==> config.mk <==
export PLATFORM = sky130hd
export DESIGN_NAME = stopwatch_ctrl_flat
export DESIGN_NICKNAME = d
export VERILOG_FILES = /design/src/rtl/stopwatch_ctrl_if.sv /design/src/rtl/stopwatch_ctrl.sv /design/src/flat_wrapper.sv
export SDC_FILE = /design/constraint.sdc
export NUM_CORES = 1
export LEC_CHECK = 0
export BUFFER_PORTS_ARGS = -buffer_cell sky130_fd_sc_hd__buf_2
export CORE_UTILIZATION = 55
export CTS_BUF_LIST = sky130_fd_sc_hd__clkbuf_4
export DETAILED_ROUTE_END_ITERATION = 8
export GPL_TIMING_DRIVEN = 0
export PLACE_DENSITY = 0.73
export SLEW_MARGIN = 20
export SYNTH_ARGS = -nofsm -noshare
export SYNTH_HDL_FRONTEND = slang
export SYNTH_SLANG_ARGS = --single-unit
==> constraint.sdc <==
create_clock -name i_clk -period 2.3 [get_ports i_clk]
set_clock_uncertainty 0.2 [all_clocks]
set_input_delay 0.46 -clock i_clk [delete_from_list [all_inputs] [get_ports i_clk]]
set_output_delay 0.46 -clock i_clk [all_outputs]
set_load 0.05 [all_outputs]
==> src/rtl/stopwatch_ctrl_if.sv <==
// Stopwatch control bundle: raw buttons in, counter/display controls out.
interface stopwatch_ctrl_if;
  logic       btn_ss;
  logic       btn_lap;
  logic       btn_clr;
  logic       btn_load;
  logic       run;
  logic       tick;
  logic       load_n;
  logic       clr;
  logic       lap_latch;
  logic       freeze;
  logic [1:0] state;

  // Button source / output consumer side
  modport master (
    output btn_ss, btn_lap, btn_clr, btn_load,
    input  run, tick, load_n, clr, lap_latch, freeze, state
  );

  // Controller side
  modport slave (
    input  btn_ss, btn_lap, btn_clr, btn_load,
    output run, tick, load_n, clr, lap_latch, freeze, state
  );
endinterface

==> src/rtl/stopwatch_ctrl.sv <==
// Stopwatch control front-end: button conditioning (sync, debounce, press
// detect), start/pause/lap/clear state machine and the run-gated tick divider.
module stopwatch_ctrl #(
  parameter int DB_CYCLES = 500000,
  parameter int TICK_DIV  = 500000
) (
  input logic             i_clk,
  input logic             i_rst_n,
  stopwatch_ctrl_if.slave bus
);

  localparam int DB_W  = (DB_CYCLES > 1) ? $clog2(DB_CYCLES) : 1;
  localparam int DIV_W = (TICK_DIV > 1) ? $clog2(TICK_DIV) : 1;
  localparam logic [DB_W-1:0]  DB_LAST  = DB_W'(DB_CYCLES - 1);
  localparam logic [DIV_W-1:0] DIV_LAST = DIV_W'(TICK_DIV - 1);

  // Button slots: 0 = clear, 1 = start/stop, 2 = lap, 3 = load
  localparam int B_CLR  = 0;
  localparam int B_SS   = 1;
  localparam int B_LAP  = 2;
  localparam int B_LOAD = 3;

  typedef enum logic [1:0] {
    S_IDLE  = 2'b00,
    S_RUN   = 2'b01,
    S_PAUSE = 2'b10,
    S_LAP   = 2'b11
  } state_t;

  logic [3:0] w_btn_raw;
  logic [3:0] w_press;

  assign w_btn_raw = {bus.btn_load, bus.btn_lap, bus.btn_ss, bus.btn_clr};

  // Identical conditioning chain for every button
  genvar gi;
  generate
    for (gi = 0; gi < 4; gi++) begin : g_btn
      logic            r_sync1;
      logic            r_sync2;
      logic            r_level;
      logic            r_level_d;
      logic [DB_W-1:0] r_cnt;

      // Two-flop synchroniser for the asynchronous raw button
      always_ff @(posedge i_clk or negedge i_rst_n) begin
        if (!i_rst_n) begin
          r_sync1 <= 1'b0;
          r_sync2 <= 1'b0;
        end else begin
          r_sync1 <= w_btn_raw[gi];
          r_sync2 <= r_sync1;
        end
      end

      // Accept a new level only after DB_CYCLES consecutive disagreeing samples
      always_ff @(posedge i_clk or negedge i_rst_n) begin
        if (!i_rst_n) begin
          r_cnt   <= '0;
          r_level <= 1'b0;
        end else if (r_sync2 != r_level) begin
          if (r_cnt == DB_LAST) begin
            r_level <= r_sync2;
            r_cnt   <= '0;
          end else begin
            r_cnt <= r_cnt + 1'b1;
          end
        end else begin
          r_cnt <= '0;
        end
      end

      // Delayed debounced level for rising-edge (press) detection
      always_ff @(posedge i_clk or negedge i_rst_n) begin
        if (!i_rst_n) r_level_d <= 1'b0;
        else          r_level_d <= r_level;
      end

      assign w_press[gi] = r_level & ~r_level_d;
    end
  endgenerate

  state_t           r_state;
  state_t           w_state_next;
  logic             w_act_clr;
  logic             w_act_ss;
  logic             w_act_lap;
  logic             w_act_load;
  logic             w_run_next;
  logic             w_freeze_next;
  logic             w_clr_next;
  logic             w_lap_latch_next;
  logic             w_load_n_next;
  logic             r_run;
  logic             r_freeze;
  logic             r_clr;
  logic             r_lap_latch;
  logic             r_load_n;
  logic [DIV_W-1:0] r_div_cnt;

  // State and registered control outputs
  always_ff @(posedge i_clk or negedge i_rst_n) begin
    if (!i_rst_n) begin
      r_state     <= S_IDLE;
      r_run       <= 1'b0;
      r_freeze    <= 1'b0;
      r_clr       <= 1'b0;
      r_lap_latch <= 1'b0;
      r_load_n    <= 1'b1;
    end else begin
      r_state     <= w_state_next;
      r_run       <= w_run_next;
      r_freeze    <= w_freeze_next;
      r_clr       <= w_clr_next;
      r_lap_latch <= w_lap_latch_next;
      r_load_n    <= w_load_n_next;
    end
  end

  // Pick the highest-priority event legal in this state, then the next state
  always_comb begin
    w_act_clr    = 1'b0;
    w_act_ss     = 1'b0;
    w_act_lap    = 1'b0;
    w_act_load   = 1'b0;
    w_state_next = r_state;
    case (r_state)
      S_IDLE, S_PAUSE: begin
        if      (w_press[B_CLR])  w_act_clr  = 1'b1;
        else if (w_press[B_SS])   w_act_ss   = 1'b1;
        else if (w_press[B_LOAD]) w_act_load = 1'b1;
      end
      default: begin
        if      (w_press[B_SS])   w_act_ss   = 1'b1;
        else if (w_press[B_LAP])  w_act_lap  = 1'b1;
      end
    endcase
    case (r_state)
      S_IDLE:  if (w_act_ss)  w_state_next = S_RUN;
      S_RUN: begin
        if      (w_act_ss)  w_state_next = S_PAUSE;
        else if (w_act_lap) w_state_next = S_LAP;
      end
      S_LAP: begin
        if      (w_act_ss)  w_state_next = S_PAUSE;
        else if (w_act_lap) w_state_next = S_RUN;
      end
      S_PAUSE: begin
        if      (w_act_ss)  w_state_next = S_RUN;
        else if (w_act_clr) w_state_next = S_IDLE;
      end
      default: w_state_next = S_IDLE;
    endcase
  end

  // Next values of the control outputs; pulses follow the one-cycle press events
  always_comb begin
    w_run_next       = (w_state_next == S_RUN) || (w_state_next == S_LAP);
    w_freeze_next    = (w_state_next == S_LAP);
    w_clr_next       = w_act_clr;
    w_lap_latch_next = w_act_lap && (r_state == S_RUN);
    w_load_n_next    = ~w_act_load;
  end

  // Tick divider: advances only while running, holds while paused, clears with CLR
  always_ff @(posedge i_clk or negedge i_rst_n) begin
    if (!i_rst_n) begin
      r_div_cnt <= '0;
    end else if (w_act_clr) begin
      r_div_cnt <= '0;
    end else if (r_run) begin
      if (r_div_cnt == DIV_LAST) r_div_cnt <= '0;
      else                       r_div_cnt <= r_div_cnt + 1'b1;
    end
  end

  assign bus.run       = r_run;
  assign bus.tick      = r_run && (r_div_cnt == DIV_LAST);
  assign bus.load_n    = r_load_n;
  assign bus.clr       = r_clr;
  assign bus.lap_latch = r_lap_latch;
  assign bus.freeze    = r_freeze;
  assign bus.state     = r_state;

endmodule

==> src/flat_wrapper.sv <==
// flat-port wrapper written by rule: the top's interface ports become plain ports
module stopwatch_ctrl_flat 
#(
  parameter int DB_CYCLES = 500000,
  parameter int TICK_DIV  = 500000
)
  (i_clk, i_rst_n, bus_btn_ss, bus_btn_lap, bus_btn_clr, bus_btn_load, bus_run, bus_tick, bus_load_n, bus_clr, bus_lap_latch, bus_freeze, bus_state);
  stopwatch_ctrl_if bus_i ();
  input logic i_clk;
  input logic i_rst_n;
  input wire logic [$bits(bus_i.btn_ss)-1:0] bus_btn_ss;
  input wire logic [$bits(bus_i.btn_lap)-1:0] bus_btn_lap;
  input wire logic [$bits(bus_i.btn_clr)-1:0] bus_btn_clr;
  input wire logic [$bits(bus_i.btn_load)-1:0] bus_btn_load;
  output wire logic [$bits(bus_i.run)-1:0] bus_run;
  output wire logic [$bits(bus_i.tick)-1:0] bus_tick;
  output wire logic [$bits(bus_i.load_n)-1:0] bus_load_n;
  output wire logic [$bits(bus_i.clr)-1:0] bus_clr;
  output wire logic [$bits(bus_i.lap_latch)-1:0] bus_lap_latch;
  output wire logic [$bits(bus_i.freeze)-1:0] bus_freeze;
  output wire logic [$bits(bus_i.state)-1:0] bus_state;
  assign bus_i.btn_ss = bus_btn_ss;
  assign bus_i.btn_lap = bus_btn_lap;
  assign bus_i.btn_clr = bus_btn_clr;
  assign bus_i.btn_load = bus_btn_load;
  assign bus_run = bus_i.run;
  assign bus_tick = bus_i.tick;
  assign bus_load_n = bus_i.load_n;
  assign bus_clr = bus_i.clr;
  assign bus_lap_latch = bus_i.lap_latch;
  assign bus_freeze = bus_i.freeze;
  assign bus_state = bus_i.state;
  stopwatch_ctrl #(.DB_CYCLES(DB_CYCLES), .TICK_DIV(TICK_DIV)) u_core (.i_clk(i_clk), .i_rst_n(i_rst_n), .bus(bus_i));
endmodule
==> impl_metrics.ini, run 1 <==
[logic_synthesis]
synthesized_cell_area_mm2 = 0.00551
number_of_nets_in_the_synthesized_netlist = 559
synth.ff_latch_count = 117
synth.yosys.warnings = 0
syn_avg_cell_area_um2 = 10.1
ys_types = 45
seq_total_area_yosys_pct = 53.2
postSynthCellCount = 548

[clock_tree]
cts-buffers-inserted = 17
clock-root-buffer = sky130_fd_sc_hd__clkbuf_4
clk_pin_slew_worst_paths_ns = 0.10
clock_latency_on_the_worst_skew_pair_ns = 0.50
clk_path_buf_depth = 2
clock_sinks = 117
tritoncts = done
cts.htree.levels = 4

[layout]
finalNonFillerCells = 735
layout.nets = 601
synthToLayoutAreaGrowth_pct = 11.9
layout-drive-gt1-share_pct = 13.0

[sta]
count_of_final_setup_violators = 1
period_share_pct = 111
worst_slew_margin_rel_pct = 62.6
layout_setup_ws_ns = -0.242
rsz0062_at_grt = true
worst_slew_pin_slew_ns = 0.556
fmax_mhz = 393
timing_max_transition_violations_final = 0
timing.final.hold_violations = 0
final_period_minus_worst_setup_slack_ns = 2.54

[grt]
grt_start_max_net_pins = 69
globalRouteMet2Util_pct = 33.3
groute.usage.overall_pct = 21.6
antenna_violations_before_repair = 0
grt_remaining_overflow = 0
grt_first_pass_wirelength_mm = 17.1
grt_most_used_layer = met2
global_routing_usage_on_met1_pct = 28.7
grt_pass1_vias = 3748
gr-usage-met3_pct = 7.05

[routing]
detail_route.first_pass.iterations = 5
number_of_nets_with_antenna_violations_after_routing = 0
wl_per_cell_um = 13.4
route.detailed.drc = 0
vias_per_cell = 5.35
dr_vias = 3934
drt_wl_total_mm = 9.84
drt-initial-drc-count = 118

[worst_setup_path]
cp_cell_sequence = nor4_2 -> nand4_1 -> nor4b_4 -> buf_6
critPathArrivalTime_ns = 1.88
timing.critical_path.slowest_cell_delay_ns = 0.41
crit_fanout = 2
critPathLaunchType = register
worstSetupEndpointType = output port
critical-path-slowest-cell = sky130_fd_sc_hd__dfrtp_1
critical_path_required_ns = 1.64
criticalPathCategory = register to output port

[floorplan]
initial_core_util_pct = 56.6
design.core.area_mm2 = 0.00973
die_width_um = 102
design.die.area_mm2 = 0.0104
ioPinCount = 14
die_h_um = 102
placementRows = 36

[pwr]
vdd.ir_drop.worst_mv = 0.555
seqPwrFrac_pct = 57.0
total_power_mw = 3.69
switching_share_pct = 22.5
leakagePower_nw = 2.69
pwr-share-clk_pct = 39.8
comb_power_share_pct = 3.3
power.net_switching_mw = 0.831
cellPowerDensity_mw_per_mm2 = 598
power_report.internal_total_mw = 2.86

[placement]
placement.io_buffers = 13
dpl.cell_count = 695
globalplace.congestion = 0.781
dp_worst_setup_slack_ns = 0.121
place_hpwl_mm = 6.55

[run]
max_cap_violations = 0

[outcome]
violations_in_the_final_reports = negative setup slack
run_status = finished with violations

[hold_path]
min_path_type = register to register
## state kept, by name, indices dropped and copies added, names as in the netlist
name and count:
u_core.g_btn.r_level_d 4, u_core.g_btn.r_cnt 76, u_core.bus.lap_latch 1, u_core.g_btn.r_level 4, u_core.g_btn.r_sync2 4, u_core.bus.freeze 1
u_core.bus.clr 1, u_core.g_btn.r_sync1 4, u_core.bus.load_n 1, u_core.r_div_cnt 19, u_core.bus.state 2
## area by class of cell
type | count | area, um^2
well taps | 133 | 166
flip-flops and latches | 117 | 2930
fillers | 817 | 3560
clock inverters | 12 | 139
plain buffers | 16 | 100
multi-input cells | 397 | 2440
clock buffers | 18 | 135
diodes | 1 | 2.50
repair buffers | 23 | 185
inverters | 18 | 67.6
## path summary, 6_finish.rpt
| path | slack, ns | from | to | depth (start not counted) |
|---|---|---|---|---|
| max in group asynchronous | 0.97 | i_rst_n | u_core.g_btn[1].r_cnt[12] | 3 |
| min reg2reg | 0.16 | u_core.g_btn[1].r_sync1 | u_core.g_btn[1].r_sync2 | 0 |
| max reg2reg | 0.19 | u_core.r_div_cnt[0] | u_core.r_div_cnt[18] | 7 |
| min | 0.16 | u_core.g_btn[1].r_sync1 | u_core.g_btn[1].r_sync2 | 0 |
| max | -0.24 | u_core.r_div_cnt[12] | bus_tick | 4 |
| min in group asynchronous | 0.27 | i_rst_n | u_core.g_btn[0].r_cnt[18] | 2 |
## worst max-delay path, delay by kind of cell (launching register included)
family                 cells  cell delay [ns]
and+or+nand+nor            3             0.78
DFF                        1             0.41
buffers and inverters      1             0.19
## power by group through the flow
stage	registers (mW)	logic (mW)	clock network [mW]
CTS	2.10	0.126	1.51
global placement	2.14	0.110	0
global route	2.11	0.145	1.62
detailed placement	2.14	0.119	0
floorplan	2.14	0.0558	0
finish	2.10	0.121	1.47
## through the flow
stage	hold WS [ns]	util (%)	area [um^2]	TNS, ns
2_1_floorplan	-0.0356	-	5530	0
3_3_place_gp	0.132	59.2	5760	-92.35
3_5_place_dp	0.136	59.5	5790	0
4_1_cts	0.159	63.2	6150	-0.274
5_1_grt	0.172	63.4	6160	-0.413
6_report	0.157	63.4	6170	-0.242
## what timing repair did
item                                    CTS  global route
hold buffers                              5             0
gates resized for setup                   3             3
setup buffers                             4             0
endpoints found under the setup margin    1            19
hold endpoints to repair                 52             0
pin swaps                                 3             0
## per-layer routing
| metal | part of all wire [%] | vias up | wire, um |
|---|---|---|---|
| met2 | 46 | 63 | 4560 |
| met3 | 3.9 | 6 | 387 |
| met5 | 0 | - | 0 |
| li1 | - | 1948 | - |
| met1 | 49 | 1917 | 4810 |
| met4 | 0.82 | 0 | 81 |
## placed cells by master (no fill, tap or decap), types with 3 or more instances in the layout
master / instances
sky130_fd_sc_hd__and4_1: 4
sky130_fd_sc_hd__nor3_1: 8
sky130_fd_sc_hd__xor2_1: 42
sky130_fd_sc_hd__nor4_2: 4
sky130_fd_sc_hd__nand3_1: 38
sky130_fd_sc_hd__a21oi_1: 10
sky130_fd_sc_hd__clkinv_1: 4
sky130_fd_sc_hd__xnor2_1: 32
sky130_fd_sc_hd__a22o_1: 4
sky130_fd_sc_hd__nor4_1: 5
sky130_fd_sc_hd__dlygate4sd3_1: 5
sky130_fd_sc_hd__inv_1: 18
sky130_fd_sc_hd__buf_2: 15
sky130_fd_sc_hd__nor2_1: 95
sky130_fd_sc_hd__nand3b_1: 5
sky130_fd_sc_hd__and2_1: 3
sky130_fd_sc_hd__nand4_1: 24
sky130_fd_sc_hd__or2_1: 3
sky130_fd_sc_hd__nor3_2: 4
sky130_fd_sc_hd__mux2_2: 5
sky130_fd_sc_hd__mux2i_1: 3
sky130_fd_sc_hd__or2_2: 3
sky130_fd_sc_hd__clkbuf_4: 18
sky130_fd_sc_hd__o21ai_1: 4
sky130_fd_sc_hd__o21ai_0: 5
sky130_fd_sc_hd__clkbuf_1: 4
sky130_fd_sc_hd__o211ai_1: 3
sky130_fd_sc_hd__nand4b_1: 5
sky130_fd_sc_hd__buf_4: 9
sky130_fd_sc_hd__and3_1: 15
sky130_fd_sc_hd__nand2b_1: 4
sky130_fd_sc_hd__buf_6: 4
sky130_fd_sc_hd__ha_1: 5
sky130_fd_sc_hd__nand2_1: 48
sky130_fd_sc_hd__bufinv_16: 3
sky130_fd_sc_hd__dfrtp_1: 115
## cells in the mapped netlist
master / n / area share, %
sky130_fd_sc_hd__nor2b_1: 2 / 0.23
sky130_fd_sc_hd__dfstp_2: 1 / 0.48
sky130_fd_sc_hd__and2_1: 3 / 0.34
sky130_fd_sc_hd__and4bb_1: 1 / 0.23
sky130_fd_sc_hd__nand2_1: 48 / 3.3
sky130_fd_sc_hd__o22ai_1: 2 / 0.23
sky130_fd_sc_hd__ha_1: 5 / 1.1
sky130_fd_sc_hd__or3_4: 1 / 0.20
sky130_fd_sc_hd__buf_1: 1 / 0.068
sky130_fd_sc_hd__a22o_1: 4 / 0.64
sky130_fd_sc_hd__nand4_2: 1 / 0.23
sky130_fd_sc_hd__o31a_1: 1 / 0.16
sky130_fd_sc_hd__a21o_1: 1 / 0.14
sky130_fd_sc_hd__or2_2: 3 / 0.34
sky130_fd_sc_hd__xnor2_1: 32 / 5.1
sky130_fd_sc_hd__or2_1: 3 / 0.34
sky130_fd_sc_hd__xor2_1: 42 / 6.7
sky130_fd_sc_hd__nand2b_1: 4 / 0.45
sky130_fd_sc_hd__nor4_1: 5 / 0.57
sky130_fd_sc_hd__inv_1: 18 / 1.2
sky130_fd_sc_hd__nand3b_1: 5 / 0.68
sky130_fd_sc_hd__mux2_2: 5 / 1.0
sky130_fd_sc_hd__buf_2: 4 / 0.36
sky130_fd_sc_hd__nor3_2: 4 / 0.73
sky130_fd_sc_hd__and4_1: 4 / 0.64
sky130_fd_sc_hd__buf_4: 5 / 0.68
sky130_fd_sc_hd__nand3_1: 38 / 3.5
sky130_fd_sc_hd__and3_1: 15 / 1.7
sky130_fd_sc_hd__a21oi_1: 10 / 0.91
sky130_fd_sc_hd__mux2i_1: 3 / 0.54
sky130_fd_sc_hd__buf_6: 2 / 0.41
sky130_fd_sc_hd__o211ai_1: 3 / 0.41
sky130_fd_sc_hd__nor3_1: 9 / 0.82
sky130_fd_sc_hd__o21ai_1: 4 / 0.36
sky130_fd_sc_hd__nor4_2: 4 / 0.91
sky130_fd_sc_hd__clkbuf_1: 4 / 0.27
sky130_fd_sc_hd__nor4b_1: 3 / 0.48
sky130_fd_sc_hd__nor2_1: 95 / 6.5
sky130_fd_sc_hd__or3_1: 1 / 0.11
sky130_fd_sc_hd__a221o_1: 1 / 0.18
sky130_fd_sc_hd__dfrtp_1: 116 / 53
sky130_fd_sc_hd__nor4bb_1: 1 / 0.18
sky130_fd_sc_hd__o21ai_0: 5 / 0.45
sky130_fd_sc_hd__nand4b_1: 5 / 0.79
sky130_fd_sc_hd__nand4_1: 24 / 2.7
## cells by family (layout without fill, tap and decap cells)
kind of cell             count (synthesis)  after routing  share of synthesized area [%]
other                                    0              1                              0
AO/OA/AOI/OAI                           31             31                           3.47
flip-flops                             117            117                           53.2
XOR/XNOR                                74             74                           11.8
buffers and inverters                   34             87                           3.02
AND/OR/NAND/NOR                        279            279                           25.9
multiplexers                             8              8                           1.57
adder cells (fa/ha/maj)                  5              5                           1.14
Power figures use the tool's default switching activity.
==> run 2: changes to the inputs <==
- ABC_AREA: unset -> 1
- CORE_MARGIN: unset -> 3
- PLACE_DENSITY: 0.73 -> 0.72
==> impl_metrics.ini, run 2 <==
[logic_synthesis]
synth_top_family_by_area = simple AND/OR/NAND/NOR gates
number_of_nets_in_the_synthesized_netlist = 861
yosys.cell_count.top_type = sky130_fd_sc_hd__nand2_1
synth.yosys.warnings = 0
syn_avg_cell_area_um2 = 7.57
post-synth-top-area-fraction_pct = 45.1
synth.largest_area_cell = sky130_fd_sc_hd__dfrtp_1
synth.ff_latch_count = 117
synth_simple_gate_area_share_pct = 37.6
postSynth.topFlopCell = sky130_fd_sc_hd__dfrtp_1
postSynthCellCount = 850
post_synth_most_frequent_cells = 186 x sky130_fd_sc_hd__nand2_1, 184 x sky130_fd_sc_hd__nor2_1, 116 x sky130_fd_sc_hd__dfrtp_1
synth_xor_xnor_area_share_pct = 5.00
synth_edf_count = 0
synth_compound_gate_area_share_pct = 4.18
post_synth_fa_ha_maj_area_fraction_pct = 0.973
synthesized_cell_area_mm2 = 0.00643
ys_async_sr_fraction_pct = 100
post_synth_main_area_contributors = sky130_fd_sc_hd__dfrtp_1 45%, sky130_fd_sc_hd__nand2_1 11%, sky130_fd_sc_hd__nor2_1 11%
seq_total_area_yosys_pct = 45.5
ys_types = 40
post_synth_mux_area_share_pct = 0

[grt]
grt_start_max_net_pins = 71
grt_first_pass_wirelength_mm = 22.6
grt_remaining_overflow = 0
antenna_violations_before_repair = 0
grt_pass1_vias = 4987
groute.usage.overall_pct = 21.6

[sta]
fin_worst_hold_slack_ns = 0.161
timing_max_transition_violations_final = 0
worst_slew_margin_rel_pct = 64.8
fmax_mhz = 405
layout_setup_ws_ns = -0.169
final.setup.tns_ns = -0.169
timing.final.hold_violations = 0
worst_slew_pin_slew_ns = 0.528
rsz0062_at_grt = true
final_period_minus_worst_setup_slack_ns = 2.47
count_of_final_setup_violators = 1
period_share_pct = 107

[clock_tree]
clock_sinks = 117
clk_path_buf_depth = 2
tritoncts = done
clk_pin_slew_worst_paths_ns = 0.10
clock_latency_on_the_worst_skew_pair_ns = 0.54
cts.htree.levels = 4
clock-root-buffer = sky130_fd_sc_hd__clkbuf_4
cts-buffers-inserted = 17

[routing]
wl_per_cell_um = 12.4
detail_route.first_pass.iterations = 5
route.detailed.drc = 0
dr_vias = 5364
number_of_nets_with_antenna_violations_after_routing = 0
drt-initial-drc-count = 373
vias_per_cell = 5.14
drt_wl_total_mm = 12.9

[layout]
finish.instance_area_mm2 = 0.00716
largest_reg_flops = 76
final_core_util_pct = 64.4
layout_commonest_cell = sky130_fd_sc_hd__nand2_1
final_cell_mix = 184 x sky130_fd_sc_hd__nand2_1, 183 x sky130_fd_sc_hd__nor2_1, 116 x sky130_fd_sc_hd__dfrtp_1
diodes_inserted = 0
layout.nets = 903
layout_top_registers = u_core.g_btn.r_cnt: 76 flops, u_core.r_div_cnt: 19 flops
largest-register = u_core.g_btn.r_cnt
synthToLayoutAreaGrowth_pct = 11.3
n_fill_cell = 986
layout-drive-gt1-share_pct = 13.3

[floorplan]
initial_core_util_pct = 57.8
placementRows = 38
ioPinCount = 14
die_h_um = 114
design.core.area_mm2 = 0.0111
design.die.area_mm2 = 0.0130
die_width_um = 114

[placement]
globalplace.congestion = 0.899
placement.io_buffers = 13
place_hpwl_mm = 9.30
placedInstanceArea_mm2 = 0.00671

[worst_setup_path]
criticalPathCategory = register to output port
critPathArrivalTime_ns = 1.81
worstSetupEndpointType = output port
critical_path_required_ns = 1.64
crit_fanout = 3
critPathLaunchType = register

[pwr]
total_power_mw = 3.97
cellPowerDensity_mw_per_mm2 = 554
leakagePower_nw = 3.13
vdd.ir_drop.worst_mv = 0.772

[hold_path]
min_path_type = register to register

[run]
max_cap_violations = 0

[outcome]
run_status = finished with violations
violations_in_the_final_reports = negative setup slack
[run 2: cell count changes in the layout (fill, tap and decap cells not counted), moves of 8 or more]
cell	change
sky130_fd_sc_hd__nand2_2	+11
sky130_fd_sc_hd__and3_1	-15
sky130_fd_sc_hd__nor2_1	+88
sky130_fd_sc_hd__nand3_1	+33
sky130_fd_sc_hd__nand4_1	-10
sky130_fd_sc_hd__inv_1	+83
sky130_fd_sc_hd__xnor2_1	-28
sky130_fd_sc_hd__nor2_2	+19
sky130_fd_sc_hd__nor3_1	+8
sky130_fd_sc_hd__nand2_1	+136
sky130_fd_sc_hd__nor2_4	+12
sky130_fd_sc_hd__inv_2	+8
sky130_fd_sc_hd__xor2_1	-13
[run 2: through the flow]
stage,std cells,worst slack (ns)
after global placement,1003,-0.803
final,1044,-0.169
after floorplan,850,0.129
after global routing,1044,-0.302
after detailed placement,1004,0.0550
after CTS,1044,-0.229
[run 2: what timing repair did]
action | in CTS | in global routing
pin swaps | 3 | 0
endpoints found under the hold margin | 51 | 0
endpoints found under the setup margin | 1 | 1
gates resized for setup | 8 | 1
hold buffers | 5 | 0
setup buffers | 4 | 0
[run 2: cell type report]
cell class	instances	area [um^2]	share of cell area, %
Buffer	5	25.0	0.349
Clock buffer	20	150	2.10
Clock inverter	11	183	2.55
Inverter	109	409	5.71
Multi-Input combinational cell	619	3100	43.4
Sequential cell	117	2930	40.9
Tap cell	140	175	2.45
Timing Repair Buffer	23	185	2.59
[run 2: final timing paths]
check	from	endpoint	slack (ns)	cells after the start
worst max-delay path	u_core.r_div_cnt[1]	bus_tick	-0.17	8
worst max register to register	u_core.g_btn[1].r_cnt[0]	u_core.g_btn[1].r_cnt[3]	0.43	8
worst min-delay path	u_core.g_btn[0].r_sync1	u_core.g_btn[0].r_sync2	0.16	0
min in group asynchronous	i_rst_n	u_core.r_div_cnt[14]	0.21	2
max in group asynchronous	i_rst_n	u_core.g_btn[3].r_cnt[4]	0.99	3
worst min register to register	u_core.g_btn[0].r_sync1	u_core.g_btn[0].r_sync2	0.16	0
[run 2: power breakdown]
group / leakage (nW) / internal, mW / switching [mW]
clock network: 0.174 / 0.991 / 0.754
logic: 1.35 / 0.0380 / 0.0885
registers: 1.60 / 2.08 / 0.0193
total: 3.13 / 3.11 / 0.862
[run 2: layer usage]
| layer | track usage, % | wire [um] | up-vias |
|---|---|---|---|
| met4 | 8.23 | 239 | 0 |
| met1 | 29.9 | 6300 | 2468 |
| met2 | 32.9 | 5830 | 110 |
| met3 | 5.55 | 542 | 23 |
| li1 | - | - | 2763 |
| met5 | 0 | 0 | - |
[run 2: worst max-delay path: stages (launching register included)]
cell and delay (ns):
sky130_fd_sc_hd__dfrtp_1 0.41, sky130_fd_sc_hd__ha_4 0.17, sky130_fd_sc_hd__nand2_4 0.06, sky130_fd_sc_hd__nor2_4 0.10, sky130_fd_sc_hd__inv_2 0.06, sky130_fd_sc_hd__nor3_2 0.10
sky130_fd_sc_hd__nand3_1 0.11, sky130_fd_sc_hd__nor2_2 0.11, sky130_fd_sc_hd__buf_6 0.16
[run 2: kinds of logic after synthesis]
| group | count (synthesis) |
|---|---|
| AOI/OAI and AO/OA | 46 |
| xor gates and xnor gates | 35 |
| adders and majority gates | 5 |
| buffers and inverters | 114 |
| DFF | 117 |
| and+or+nand+nor | 533 |
